### config.mk
export PLATFORM = sky130hd
export DESIGN_NAME = calc_sequencer
export DESIGN_NICKNAME = d
export VERILOG_FILES = /design/src/rtl/calc_pkg.sv /design/src/rtl/calc_sequencer_trig_conditioner.sv /design/src/rtl/calc_sequencer.sv
export SDC_FILE = /design/constraint.sdc
export NUM_CORES = 1
export LEC_CHECK = 0
export BUFFER_PORTS_ARGS = -buffer_cell sky130_fd_sc_hd__buf_2
export CORE_MARGIN = 4
export CORE_UTILIZATION = 44
export DETAILED_ROUTE_END_ITERATION = 10
export PLACE_DENSITY_LB_ADDON = 0.2
export SYNTH_ARGS = -nofsm -noshare
export SYNTH_HDL_FRONTEND = slang
export SYNTH_HIERARCHICAL = 1
export SYNTH_SLANG_ARGS = --single-unit
### constraint.sdc
create_clock -name clock -period 1.97 [get_ports clock]
set_input_delay 0.0985 -clock clock [delete_from_list [all_inputs] [get_ports clock]]
set_output_delay 0.0985 -clock clock [all_outputs]
set_load 0.01 [all_outputs]
### src/rtl/calc_pkg.sv
// Shared definitions for the calculator sequencer: state encodings, opcodes and keypad codes.
package calc_pkg;

    typedef enum logic [1:0] {
        IDLE  = 2'd0,
        ENTER = 2'd1,
        EXEC  = 2'd2,
        SHOW  = 2'd3
    } calc_state_e;

    localparam logic [1:0] OP_ADD = 2'd0;
    localparam logic [1:0] OP_SUB = 2'd1;
    localparam logic [1:0] OP_MUL = 2'd2;
    localparam logic [1:0] OP_DIV = 2'd3;

    localparam logic [3:0] KEY_A = 4'd10;
    localparam logic [3:0] KEY_B = 4'd11;
    localparam logic [3:0] KEY_C = 4'd12;
    localparam logic [3:0] KEY_D = 4'd13;

    function automatic logic key_is_op(input logic [3:0] key);
        return (key >= KEY_A) && (key <= KEY_D);
    endfunction

    function automatic logic [1:0] key_to_op(input logic [3:0] key);
        logic [1:0] op;
        case (key)
            KEY_A:   op = OP_ADD;
            KEY_B:   op = OP_SUB;
            KEY_C:   op = OP_MUL;
            KEY_D:   op = OP_DIV;
            default: op = OP_ADD;
        endcase
        return op;
    endfunction

endpackage

### src/rtl/calc_sequencer_trig_conditioner.sv
// Push-button conditioning: 2-flop synchroniser, debounce counter and one-cycle rising-edge pulse.
module trig_conditioner
    import calc_pkg::*;
#(
    parameter int DEBOUNCE_CYCLES = 250000,
    parameter int DB_W            = 18
) (
    input  logic clock,
    input  logic ClearAll,
    input  logic trig_in,
    output logic pulse_out
);

    logic            sync1_r;
    logic            sync2_r;
    logic            level_r;
    logic            pulse_r;
    logic [DB_W-1:0] count_r;
    logic            differs_s;
    logic            expire_s;

    assign differs_s = sync2_r ^ level_r;
    assign expire_s  = differs_s && (count_r == DB_W'(DEBOUNCE_CYCLES - 1));
    assign pulse_out = pulse_r;

    // Metastability synchroniser for the raw button
    always_ff @(posedge clock or negedge ClearAll) begin
        if (!ClearAll) begin
            sync1_r <= 1'b0;
            sync2_r <= 1'b0;
        end else begin
            sync1_r <= trig_in;
            sync2_r <= sync1_r;
        end
    end

    // Debounce: the level only flips after DEBOUNCE_CYCLES consecutive disagreeing samples
    always_ff @(posedge clock or negedge ClearAll) begin
        if (!ClearAll) begin
            count_r <= {DB_W{1'b0}};
            level_r <= 1'b0;
            pulse_r <= 1'b0;
        end else begin
            if (expire_s) begin
                count_r <= {DB_W{1'b0}};
                level_r <= sync2_r;
            end else if (differs_s) begin
                count_r <= count_r + DB_W'(1);
            end else begin
                count_r <= {DB_W{1'b0}};
            end
            pulse_r <= expire_s & sync2_r;
        end
    end

endmodule

### src/rtl/calc_sequencer.sv
// Calculator control sequencer: operand entry, execute and display, with a latched opcode.
module calc_sequencer
    import calc_pkg::*;
#(
    parameter int NUM_OPERANDS    = 2,
    parameter int IDX_W           = 3,
    parameter int DEBOUNCE_CYCLES = 250000,
    parameter int DB_W            = 18
) (
    input  logic                    clock,
    input  logic                    ClearAll,
    input  logic                    ClearEntry,
    input  logic                    trig,
    input  logic [3:0]              keyPressed,
    output logic [NUM_OPERANDS-1:0] load_operand,
    output logic [1:0]              op_sel,
    output logic                    load_result,
    output logic                    load_output,
    output logic                    iuau,
    output logic                    reset_iu,
    output logic [1:0]              state,
    output logic [IDX_W-1:0]        op_idx,
    output logic                    done
);

    localparam logic [IDX_W-1:0]        LAST_IDX = IDX_W'(NUM_OPERANDS - 1);
    localparam logic [NUM_OPERANDS-1:0] ONE_HOT0 = NUM_OPERANDS'(1);

    calc_state_e             state_r, next_state_s;
    logic [IDX_W-1:0]        op_idx_r, next_idx_s;
    logic [1:0]              op_sel_r, next_op_sel_s;
    logic [NUM_OPERANDS-1:0] load_operand_r, next_load_operand_s;
    logic                    load_result_r, next_load_result_s;
    logic                    load_output_r, next_load_output_s;
    logic                    iuau_r, next_iuau_s;
    logic                    reset_iu_r, next_reset_iu_s;
    logic                    done_r, next_done_s;
    logic                    clear_iu_s;
    logic                    trig_pulse_s;

    trig_conditioner #(
        .DEBOUNCE_CYCLES (DEBOUNCE_CYCLES),
        .DB_W            (DB_W)
    ) u_trig (
        .clock     (clock),
        .ClearAll  (ClearAll),
        .trig_in   (trig),
        .pulse_out (trig_pulse_s)
    );

    // Next-state and operand index; ClearEntry takes priority over a trigger in ENTER
    always_comb begin
        next_state_s = state_r;
        next_idx_s   = op_idx_r;
        clear_iu_s   = 1'b0;
        case (state_r)
            IDLE: begin
                if (trig_pulse_s) begin
                    next_state_s = ENTER;
                    next_idx_s   = {IDX_W{1'b0}};
                end else begin
                    next_state_s = IDLE;
                end
            end
            ENTER: begin
                if (!ClearEntry) begin
                    clear_iu_s = 1'b1;
                end else if (trig_pulse_s) begin
                    if (op_idx_r >= LAST_IDX) begin
                        next_state_s = EXEC;
                    end else begin
                        next_idx_s = op_idx_r + IDX_W'(1);
                        clear_iu_s = 1'b1;
                    end
                end else begin
                    next_state_s = ENTER;
                end
            end
            EXEC: begin
                next_state_s = SHOW;
            end
            SHOW: begin
                if (trig_pulse_s) begin
                    next_state_s = IDLE;
                    next_idx_s   = {IDX_W{1'b0}};
                end else begin
                    next_state_s = SHOW;
                end
            end
            default: begin
                next_state_s = IDLE;
                next_idx_s   = {IDX_W{1'b0}};
            end
        endcase
    end

    // Moore outputs decoded from the next state so they register alongside it
    always_comb begin
        next_load_operand_s = {NUM_OPERANDS{1'b0}};
        next_load_result_s  = 1'b0;
        next_load_output_s  = 1'b0;
        next_iuau_s         = 1'b0;
        next_reset_iu_s     = 1'b0;
        next_done_s         = 1'b0;
        case (next_state_s)
            IDLE: begin
                next_reset_iu_s = 1'b0;
            end
            ENTER: begin
                next_load_operand_s = ONE_HOT0 << next_idx_s;
                next_reset_iu_s     = ~clear_iu_s;
            end
            EXEC: begin
                next_load_result_s = 1'b1;
                next_reset_iu_s    = 1'b1;
            end
            SHOW: begin
                next_load_output_s = 1'b1;
                next_iuau_s        = 1'b1;
                next_reset_iu_s    = 1'b1;
                next_done_s        = (state_r != SHOW);
            end
            default: begin
                next_reset_iu_s = 1'b0;
            end
        endcase
    end

    // Opcode latch, open only while operands are being set up
    always_comb begin
        next_op_sel_s = op_sel_r;
        if (((state_r == IDLE) || (state_r == ENTER)) && key_is_op(keyPressed)) begin
            next_op_sel_s = key_to_op(keyPressed);
        end else begin
            next_op_sel_s = op_sel_r;
        end
    end

    // State and output registers
    always_ff @(posedge clock or negedge ClearAll) begin
        if (!ClearAll) begin
            state_r        <= IDLE;
            op_idx_r       <= {IDX_W{1'b0}};
            op_sel_r       <= OP_ADD;
            load_operand_r <= {NUM_OPERANDS{1'b0}};
            load_result_r  <= 1'b0;
            load_output_r  <= 1'b0;
            iuau_r         <= 1'b0;
            reset_iu_r     <= 1'b0;
            done_r         <= 1'b0;
        end else begin
            state_r        <= next_state_s;
            op_idx_r       <= next_idx_s;
            op_sel_r       <= next_op_sel_s;
            load_operand_r <= next_load_operand_s;
            load_result_r  <= next_load_result_s;
            load_output_r  <= next_load_output_s;
            iuau_r         <= next_iuau_s;
            reset_iu_r     <= next_reset_iu_s;
            done_r         <= next_done_s;
        end
    end

    assign state        = state_r;
    assign op_idx       = op_idx_r;
    assign op_sel       = op_sel_r;
    assign load_operand = load_operand_r;
    assign load_result  = load_result_r;
    assign load_output  = load_output_r;
    assign iuau         = iuau_r;
    assign reset_iu     = reset_iu_r;
    assign done         = done_r;

endmodule
==> results of run 1 <==
[layout by cell type, fill, tap and decap left out, types with 4 or more instances in the layout]
| master | n |
|---|---|
| sky130_fd_sc_hd__clkbuf_8 | 6 |
| sky130_fd_sc_hd__nand3_1 | 7 |
| sky130_fd_sc_hd__xor2_1 | 4 |
| sky130_fd_sc_hd__nand2_1 | 7 |
| sky130_fd_sc_hd__ha_1 | 8 |
| sky130_fd_sc_hd__buf_2 | 21 |
| sky130_fd_sc_hd__nor4_1 | 5 |
| sky130_fd_sc_hd__nor2b_1 | 4 |
| sky130_fd_sc_hd__nor3_1 | 8 |
| sky130_fd_sc_hd__nor2_1 | 20 |
| sky130_fd_sc_hd__inv_1 | 11 |
| sky130_fd_sc_hd__o21ai_0 | 5 |
| sky130_fd_sc_hd__dfrtp_1 | 35 |
| sky130_fd_sc_hd__buf_4 | 4 |
| sky130_fd_sc_hd__xnor2_1 | 12 |
| sky130_fd_sc_hd__nand4_1 | 6 |
[power by group through the flow]
stage                     clock network [mW]  registers [mW]  logic [mW]
after floorplan                            0           0.745      0.0175
after global placement                     0           0.746      0.0444
final                                  0.506           0.733      0.0468
after CTS                              0.523           0.733      0.0484
after global routing                   0.568           0.734      0.0541
after detailed placement                   0           0.747      0.0452
[cells by family (layout without fill, tap and decap cells)]
group           Yosys count  in the layout  synth area share (%)
fa+ha+maj                 8              8                 5.638
mux                       3              3                 1.832
compound gates           19             19                 8.527
flops                    35             35                 49.33
xor+xnor                 16             16                 7.893
simple gates             75             75                 23.47
buf+inv                  14             45                 3.312
[worst reg2reg max path, stage by stage (launching register included)]
cell and delay [ns]:
sky130_fd_sc_hd__dfrtp_1 0.42, sky130_fd_sc_hd__inv_1 0.10, sky130_fd_sc_hd__ha_1 0.20, sky130_fd_sc_hd__o41a_1 0.36, sky130_fd_sc_hd__o211ai_1 0.28, sky130_fd_sc_hd__a21oi_2 0.14, sky130_fd_sc_hd__nor4_2 0.30
[cells in the mapped netlist (2+ instances only)]
cell,number
sky130_fd_sc_hd__dfrtp_1,35
sky130_fd_sc_hd__nor2_1,20
sky130_fd_sc_hd__xnor2_1,12
sky130_fd_sc_hd__inv_1,11
sky130_fd_sc_hd__ha_1,8
sky130_fd_sc_hd__nor3_1,8
sky130_fd_sc_hd__nand2_1,7
sky130_fd_sc_hd__nand3_1,7
sky130_fd_sc_hd__nand4_1,6
sky130_fd_sc_hd__nor4_1,5
sky130_fd_sc_hd__o21ai_0,5
sky130_fd_sc_hd__nor2b_1,4
sky130_fd_sc_hd__xor2_1,4
sky130_fd_sc_hd__a21oi_2,2
sky130_fd_sc_hd__and3_1,2
sky130_fd_sc_hd__and4_1,2
sky130_fd_sc_hd__buf_2,2
sky130_fd_sc_hd__mux2_2,2
sky130_fd_sc_hd__nand2b_1,2
sky130_fd_sc_hd__nor3b_1,2
sky130_fd_sc_hd__o22ai_1,2
[flip-flops by register name (all words and copies together), names as in the netlist, 2 cells and up]
name / count
op_idx: 3
state: 2
load_operand: 2
op_sel: 2
u_trig/count_r: 18
[metal layers]
layer | part of all wire (%) | wire length [um]
met3 | 4.1 | 133
met1 | 49 | 1590
met5 | 0 | 0
met2 | 46 | 1501
met4 | 1.4 | 46
[final timing paths]
kind                                     start           endpoint  depth (start not counted)
worst max-delay path                 op_idx[1]    load_operand[1]                          6
worst min-delay path             keyPressed[1]          op_sel[1]                          2
worst max register to register       op_idx[1]    load_operand[1]                          6
worst min register to register  u_trig/sync1_r     u_trig/sync2_r                          0
max in group asynchronous             ClearAll          op_idx[0]                          2
min in group asynchronous             ClearAll  u_trig/count_r[1]                          2
[stage by stage]
step | hold WS [ns] | setup TNS, ns
floorplan | -0.1971 | 0
CTS | 0.02961 | 0
global placement | 0.2036 | 0
global route | 0.04055 | -0.02152
detailed placement | 0.2082 | 0
finish | 0.03265 | 0
[final cells by class]
| type | count | area, um^2 |
|---|---|---|
| Multi-Input combinational cell | 121 | 840.8 |
| Sequential cell | 35 | 875.8 |
| Inverter | 11 | 41.29 |
| Tap cell | 48 | 60.06 |
| Timing Repair Buffer | 27 | 155.1 |
| Clock inverter | 1 | 5.005 |
| Fill cell | 338 | 1710 |
| Clock buffer | 6 | 82.58 |
[timing repair]
item,in CTS,in global routing
endpoints found under the hold margin,36,0
hold buffers,2,0
setup endpoints to repair,0,1
buffers inserted,0,1
==> out/metrics.cfg, run 1 <==
[outcome]
run_status = finished clean

[timing]
report.final.setup_viol = 0
max_clock_freq_mhz = 529.5
rsz0062_at_grt = yes
max_slew_margin_pct = 49.12
hold_viol_final = 0
setup_ws_ns = 0.08149
worstMarginPinSlew_ns = 0.7632
fin_skew_ns = 0.006626
fin_crit_sh_pct = 95.86
fin_crit_ns = 1.889
slew_viol_final = 0

[finish]
final_cells = 249
fin_area_mm2 = 0.002061
num_antenna_cells = 0
final_core_utilization_pct = 54.64
areaGrowthSynthToFinish_pct = 16.07
layout-drive-gt1-share_pct = 20.90
nNetsFinal = 217

[clock_tree]
max-clock-path-buffers = 2
clockRootBuffer = sky130_fd_sc_hd__clkbuf_8
cts.clk_slew.worst_paths_ns = 0.07
ctsHtreeMaxLevel = 2
number_of_cts_inserted_buffers = 5
cts_tree = yes
cts_resized = 0
clock_insertion_delay_worst_skew_ns = 0.28
numClockSinks = 35

[synth]
synth.area.top_cells = sky130_fd_sc_hd__dfrtp_1 49%, sky130_fd_sc_hd__xnor2_1 5.9%, sky130_fd_sc_hd__ha_1 5.6%
syn_area_per_cell_um2 = 10.44
synth_nets = 186
yosys_warnings = 6
synth-async-reset-ratio_pct = 100.0
ys_types = 43
synth-edff-count = 0
proportion_of_netlist_area_held_by_the_largest_area_contributor_pct = 49.33
synth-seq-area-share_pct = 49.33
most_used_dff_post_synth = sky130_fd_sc_hd__dfrtp_1
synthesis.instances = 170
synth.cell_area_mm2 = 0.001775
netlist.top_cell.by_area = sky130_fd_sc_hd__dfrtp_1
postSynthRegisterBits = 35

[floorplanning]
floorplan.core_area_mm2 = 0.003771
start_util_pct = 47.08
die_y_um = 71.52
die_outline_area_mm2 = 0.005115
chipWidth_um = 71.52
core.rowCount = 22
ioPinCount = 22

[worst_hold_path]
worst_hold_path_type = input port to flop

[power]
ir_worst_vdd_mv = 0.3243
clkPwrFrac_pct = 39.3
switching_power_mw = 0.2683
cellLeakagePower_nw = 0.9191
power.share.combinational_pct = 3.6
power_density_mw_per_mm2 = 624.1
power.total_mw = 1.286
power_switching_share_pct = 20.86
power_report.internal_total_mw = 1.018
p_seq_share_pct = 57.0

[grt]
use_met3_pct = 4.628
globalRouteOverflowTotal = 0
track_usage_pct = 14.47
met2_usage_pct = 21.84
number_of_antenna_violations_at_the_first_check_in_global_routing = 0
grt_pass1_vias = 1278
grt_first_pass_wirelength_um = 5816
grt_util_met1_pct = 19.35
grt_max_degree = 36
gr-max-usage-layer = met2

[routing]
wirelength_um = 3270
drcViolationCount = 0
vias = 1327
dr.first_iter.drc_count = 89
residual_antenna_violating_net_count_after_detailed_routing = 0
route.detailed.vias_per_inst = 5.329
detailedRoute.firstPassIterationCount = 4
routed_wire_length_per_instance_um = 13.13

[placed_design]
detailedPlace.worstSlack_ns = 0.1154
place_area_mm2 = 0.001946
place.gp.congestion = 0.8329
dp.final_hpwl_um = 2429
placed_cells = 239
placement.io_buffers = 21

[critical_path]
worstPathCellList = inv_1, ha_1, o41a_1, o211ai_1, a21oi_2, nor4_2
crit_path_top_delay_cell = sky130_fd_sc_hd__dfrtp_1
worst_path_dominant_cell_family = compound AO/OA/AOI/OAI gates
cp_bufs_invs = 1
worstSetupPathType = flop to flop
timing.critical_path.fanout_max = 6
r2r_slack_ns = 0.08
worst_setup_path_end_kind = flop
cp.arrival_ns = 2.07
critPathMaxStageDelay_ns = 0.42
cp.required_ns = 2.15
type_of_element_launching_the_critical_path = flop

[run]
timing.max_cap.violations = 0

(Power assumes the default switching activity.)
==> run 2: changes to the inputs <==
--- a/config.mk
+++ b/config.mk
@@ -5,6 +5,7 @@
 export SDC_FILE = /design/constraint.sdc
 export NUM_CORES = 1
 export LEC_CHECK = 0
+export ABC_AREA = 1
 export BUFFER_PORTS_ARGS = -buffer_cell sky130_fd_sc_hd__buf_2
 export CORE_MARGIN = 4
 export CORE_UTILIZATION = 44
==> run 2 against run 1 <==
Against the previous run: synthesized cell count is 30% higher; global-route usage is 0.18 points higher; final area is 1.8% higher; clock skew hardly changed; wire length is 3.5% higher.
==> out/metrics.cfg, run 2 <==
[outcome]
run_status = finished clean  ; unchanged

[critical_path]
timing.critical_path.fanout_max = 5  ; was 6
worst_setup_path_end_kind = flop  ; unchanged
cp.arrival_ns = 1.75  ; was 2.07 ns
r2r_cells = 10  ; was 6
cp.required_ns = 2.14  ; was 2.15 ns
worstSetupPathType = flop to flop  ; unchanged
type_of_element_launching_the_critical_path = flop  ; unchanged

[grt]
grt_first_pass_wirelength_um = 5947  ; was 5816 um
gr-max-usage-layer = met2  ; unchanged
number_of_antenna_violations_at_the_first_check_in_global_routing = 0  ; unchanged
grt_pass1_vias = 1331  ; was 1278
globalRouteOverflowTotal = 0  ; unchanged
use_met3_pct = 5.125  ; was 4.628%
grt_max_degree = 36  ; unchanged
grt_util_met1_pct = 19.09  ; was 19.35%
track_usage_pct = 14.64  ; was 14.47%
met2_usage_pct = 22.45  ; was 21.84%

[synth]
synth_nets = 237  ; was 186
netlist.top_cell.by_area = sky130_fd_sc_hd__dfrtp_1  ; unchanged
largest_family_of_logic_cells_by_synthesized_area = simple AND/OR/NAND/NOR gates  ; unchanged
synth-seq-area-share_pct = 47.85  ; was 49.33%
post_synth_mux_area_share_pct = 0  ; was 1.832%
most_used_dff_post_synth = sky130_fd_sc_hd__dfrtp_1  ; unchanged
yosysMostFrequentCell = sky130_fd_sc_hd__nor2_1  ; was sky130_fd_sc_hd__dfrtp_1
synth_xor_area_share_pct = 4.306  ; was 7.893%
synth.cell_area_mm2 = 0.001831  ; was 0.001775 mm^2
postSynthRegisterBits = 35  ; unchanged
yosys.area_share.simple_pct = 32.13  ; was 23.47%
synth-async-reset-ratio_pct = 100.0  ; unchanged
synth-compound-area-share_pct = 4.101  ; was 8.527%
synth_adder_area_share_pct = 5.468  ; was 5.638%
ys_types = 25  ; was 43
synth-edff-count = 0  ; unchanged
yosys_warnings = 6  ; unchanged
syn_area_per_cell_um2 = 8.283  ; was 10.44 um^2
netlist_top_cells_count = 43 x sky130_fd_sc_hd__nor2_1, 42 x sky130_fd_sc_hd__nand2_1, 35 x sky130_fd_sc_hd__dfrtp_1  ; was 35 x sky130_fd_sc_hd__dfrtp_1, 20 x sky130_fd_sc_hd__nor2_1, 12 x sky130_fd_sc_hd__xnor2_1
synthesis.instances = 221  ; was 170
synth.area.top_cells = sky130_fd_sc_hd__dfrtp_1 48%, sky130_fd_sc_hd__nor2_1 8.8%, sky130_fd_sc_hd__nand2_1 8.6%  ; was sky130_fd_sc_hd__dfrtp_1 49%, sky130_fd_sc_hd__xnor2_1 5.9%, sky130_fd_sc_hd__ha_1 5.6%
proportion_of_netlist_area_held_by_the_largest_area_contributor_pct = 47.85  ; was 49.33%

[finish]
nNetsFinal = 266  ; was 217
areaGrowthSynthToFinish_pct = 14.63  ; was 16.07%
layout-drive-gt1-share_pct = 19.60  ; was 20.90%
fin_area_mm2 = 0.002098  ; was 0.002061 mm^2
flip_flop_count_of_the_largest_register_after_layout = 18  ; unchanged
most_flops_register = u_trig/count_r  ; unchanged
num_antenna_cells = 0  ; unchanged
layout_commonest_cell = sky130_fd_sc_hd__nor2_1  ; was sky130_fd_sc_hd__dfrtp_1
layout_common_cells = 43 x sky130_fd_sc_hd__nor2_1, 42 x sky130_fd_sc_hd__nand2_1, 35 x sky130_fd_sc_hd__dfrtp_1  ; was 35 x sky130_fd_sc_hd__dfrtp_1, 21 x sky130_fd_sc_hd__buf_2, 20 x sky130_fd_sc_hd__nor2_1

[floorplanning]
floorplan.core_area_mm2 = 0.004000  ; was 0.003771 mm^2
die_outline_area_mm2 = 0.005256  ; was 0.005115 mm^2
chipWidth_um = 72.50  ; was 71.52 um
ioPinCount = 22  ; unchanged
die_y_um = 72.50  ; was 71.52 um
start_util_pct = 45.76  ; was 47.08%
core.rowCount = 23  ; was 22

[run]
timing.max_cap.violations = 0  ; unchanged

[clock_tree]
cts.clk_slew.worst_paths_ns = 0.06  ; was 0.07 ns
cts_resized = 0  ; unchanged
numClockSinks = 35  ; unchanged
number_of_cts_inserted_buffers = 5  ; unchanged
max-clock-path-buffers = 2  ; unchanged
cts_tree = yes  ; unchanged
clock_insertion_delay_worst_skew_ns = 0.28  ; about the same
clockRootBuffer = sky130_fd_sc_hd__clkbuf_8  ; unchanged
post_cts.repair.setup_buffers = 0  ; unchanged
ctsHtreeMaxLevel = 2  ; unchanged
cts_hold_repair.buffers = 2  ; unchanged

[placed_design]
place_area_mm2 = 0.001991  ; was 0.001946 mm^2
place.gp.congestion = 0.8367  ; was 0.8329
dp.final_hpwl_um = 2503  ; was 2429 um
placement.io_buffers = 21  ; unchanged

[power]
power.share.combinational_pct = 5.1  ; was 3.6%
power_density_mw_per_mm2 = 627.6  ; was 624.1 mW/mm^2
cellLeakagePower_nw = 1.038  ; was 0.9191 nW
power.total_mw = 1.317  ; was 1.286 mW
switching_power_mw = 0.2865  ; was 0.2683 mW
power_report.internal_total_mw = 1.030  ; was 1.018 mW
power_switching_share_pct = 21.75  ; was 20.86%
p_seq_share_pct = 56.2  ; was 57.0%
clkPwrFrac_pct = 38.7  ; was 39.3%
ir_worst_vdd_mv = 0.4219  ; was 0.3243 mV

[timing]
max_clock_freq_mhz = 635.1  ; was 529.5 MHz
report.final.setup_viol = 0  ; unchanged
slew_viol_final = 0  ; unchanged
rsz0062_at_grt = no  ; was yes
fin_crit_sh_pct = 79.93  ; was 95.86%
fin_crit_ns = 1.575  ; was 1.889 ns
setup_tns_ns = 0  ; unchanged
worstMarginPinSlew_ns = 0.7640  ; was 0.7632 ns
hold_viol_final = 0  ; unchanged
fin_skew_ns = 0.006785  ; was 0.006626 ns
max_slew_margin_pct = 49.07  ; was 49.12%

[routing]
detailedRoute.firstPassIterationCount = 4  ; unchanged
wirelength_um = 3384  ; was 3270 um
route.detailed.vias_per_inst = 4.710  ; was 5.329
drcViolationCount = 0  ; unchanged
routed_wire_length_per_instance_um = 11.28  ; was 13.13 um
dr.first_iter.drc_count = 69  ; was 89
residual_antenna_violating_net_count_after_detailed_routing = 0  ; unchanged
vias = 1413  ; was 1327

[worst_hold_path]
worst_hold_path_type = input port to flop  ; unchanged
timing.hold.worst_path_depth = 3  ; was 2

-- run 2: changes by cell type after synthesis, sizes merged, moves of 3 or more --
cell,before,now
nand2,7,49
nor4,6,0
xnor2,12,4
nor2b,4,0
inv,11,28
nand4,7,4
nor2,20,51
nor3,8,1
a21oi,3,7
nand3,7,15
-- run 2: final timing paths --
check / start / to / slack [ns]
min in group asynchronous: ClearAll / load_operand[0] / 0.42
max in group asynchronous: ClearAll / op_sel[1] / 1.06
min: keyPressed[0] / op_sel[0] / 0.05
max reg2reg: state[0] / load_operand[1] / 0.40
max: state[0] / load_operand[1] / 0.40
min reg2reg: u_trig/sync1_r / u_trig/sync2_r / 0.35
-- run 2: cell families after synthesis --
group,count (synthesis)
buffers and inverters,29
AOI/OAI and AO/OA,14
xor gates and xnor gates,9
adders and majority gates,8
and+or+nand+nor,126
DFF,35
-- run 2: power groups by stage --
stage | clock [mW] | sequential (mW) | combinational [mW]
finish | 0.510 | 0.740 | 0.0671
global route | 0.577 | 0.741 | 0.0788
CTS | 0.537 | 0.740 | 0.0696
detailed placement | 0 | 0.753 | 0.0672
global placement | 0 | 0.753 | 0.0649
floorplan | 0 | 0.756 | 0.0275
-- run 2: layer usage --
| layer | part of all wire (%) | vias up |
|---|---|---|
| met4 | 1.6 | 0 |
| met3 | 4.3 | 4 |
| met2 | 44 | 23 |
| li1 | - | 739 |
| met5 | 0 | - |
| met1 | 51 | 647 |
-- run 2: layout make-up --
type	instances	area, um^2
clock buffers	6	82.58
flip-flops and latches	35	875.8
fillers	374	1902
clock inverters	1	5.005
well taps	50	62.56
repair buffers	23	125.1
multi-input cells	157	842.1
inverters	28	105.1
-- run 2: per-stage QoR --
step / setup slack [ns] / cells / hold slack, ns / utilization, %
after floorplan: 0.5267 / 221 / -0.1971 / -
after global placement: 0.3938 / 291 / 0.2084 / 49.77
after detailed placement: 0.4196 / 291 / 0.2079 / 49.77
after CTS: 0.4011 / 300 / 0.03193 / 52.46
after global routing: 0.2618 / 300 / 0.06667 / 52.46
final: 0.3954 / 300 / 0.04645 / 52.46
-- run 2: worst max-delay path, stage by stage (launching register included) --
cell,delay (ns)
sky130_fd_sc_hd__dfrtp_1,0.42
sky130_fd_sc_hd__inv_1,0.10
sky130_fd_sc_hd__ha_1,0.29
sky130_fd_sc_hd__nor2_1,0.08
sky130_fd_sc_hd__nor2_1,0.04
sky130_fd_sc_hd__nand2_1,0.10
sky130_fd_sc_hd__inv_1,0.05
sky130_fd_sc_hd__o21ai_1,0.18
sky130_fd_sc_hd__inv_1,0.08
sky130_fd_sc_hd__nand3_1,0.07
sky130_fd_sc_hd__nor2_1,0.05
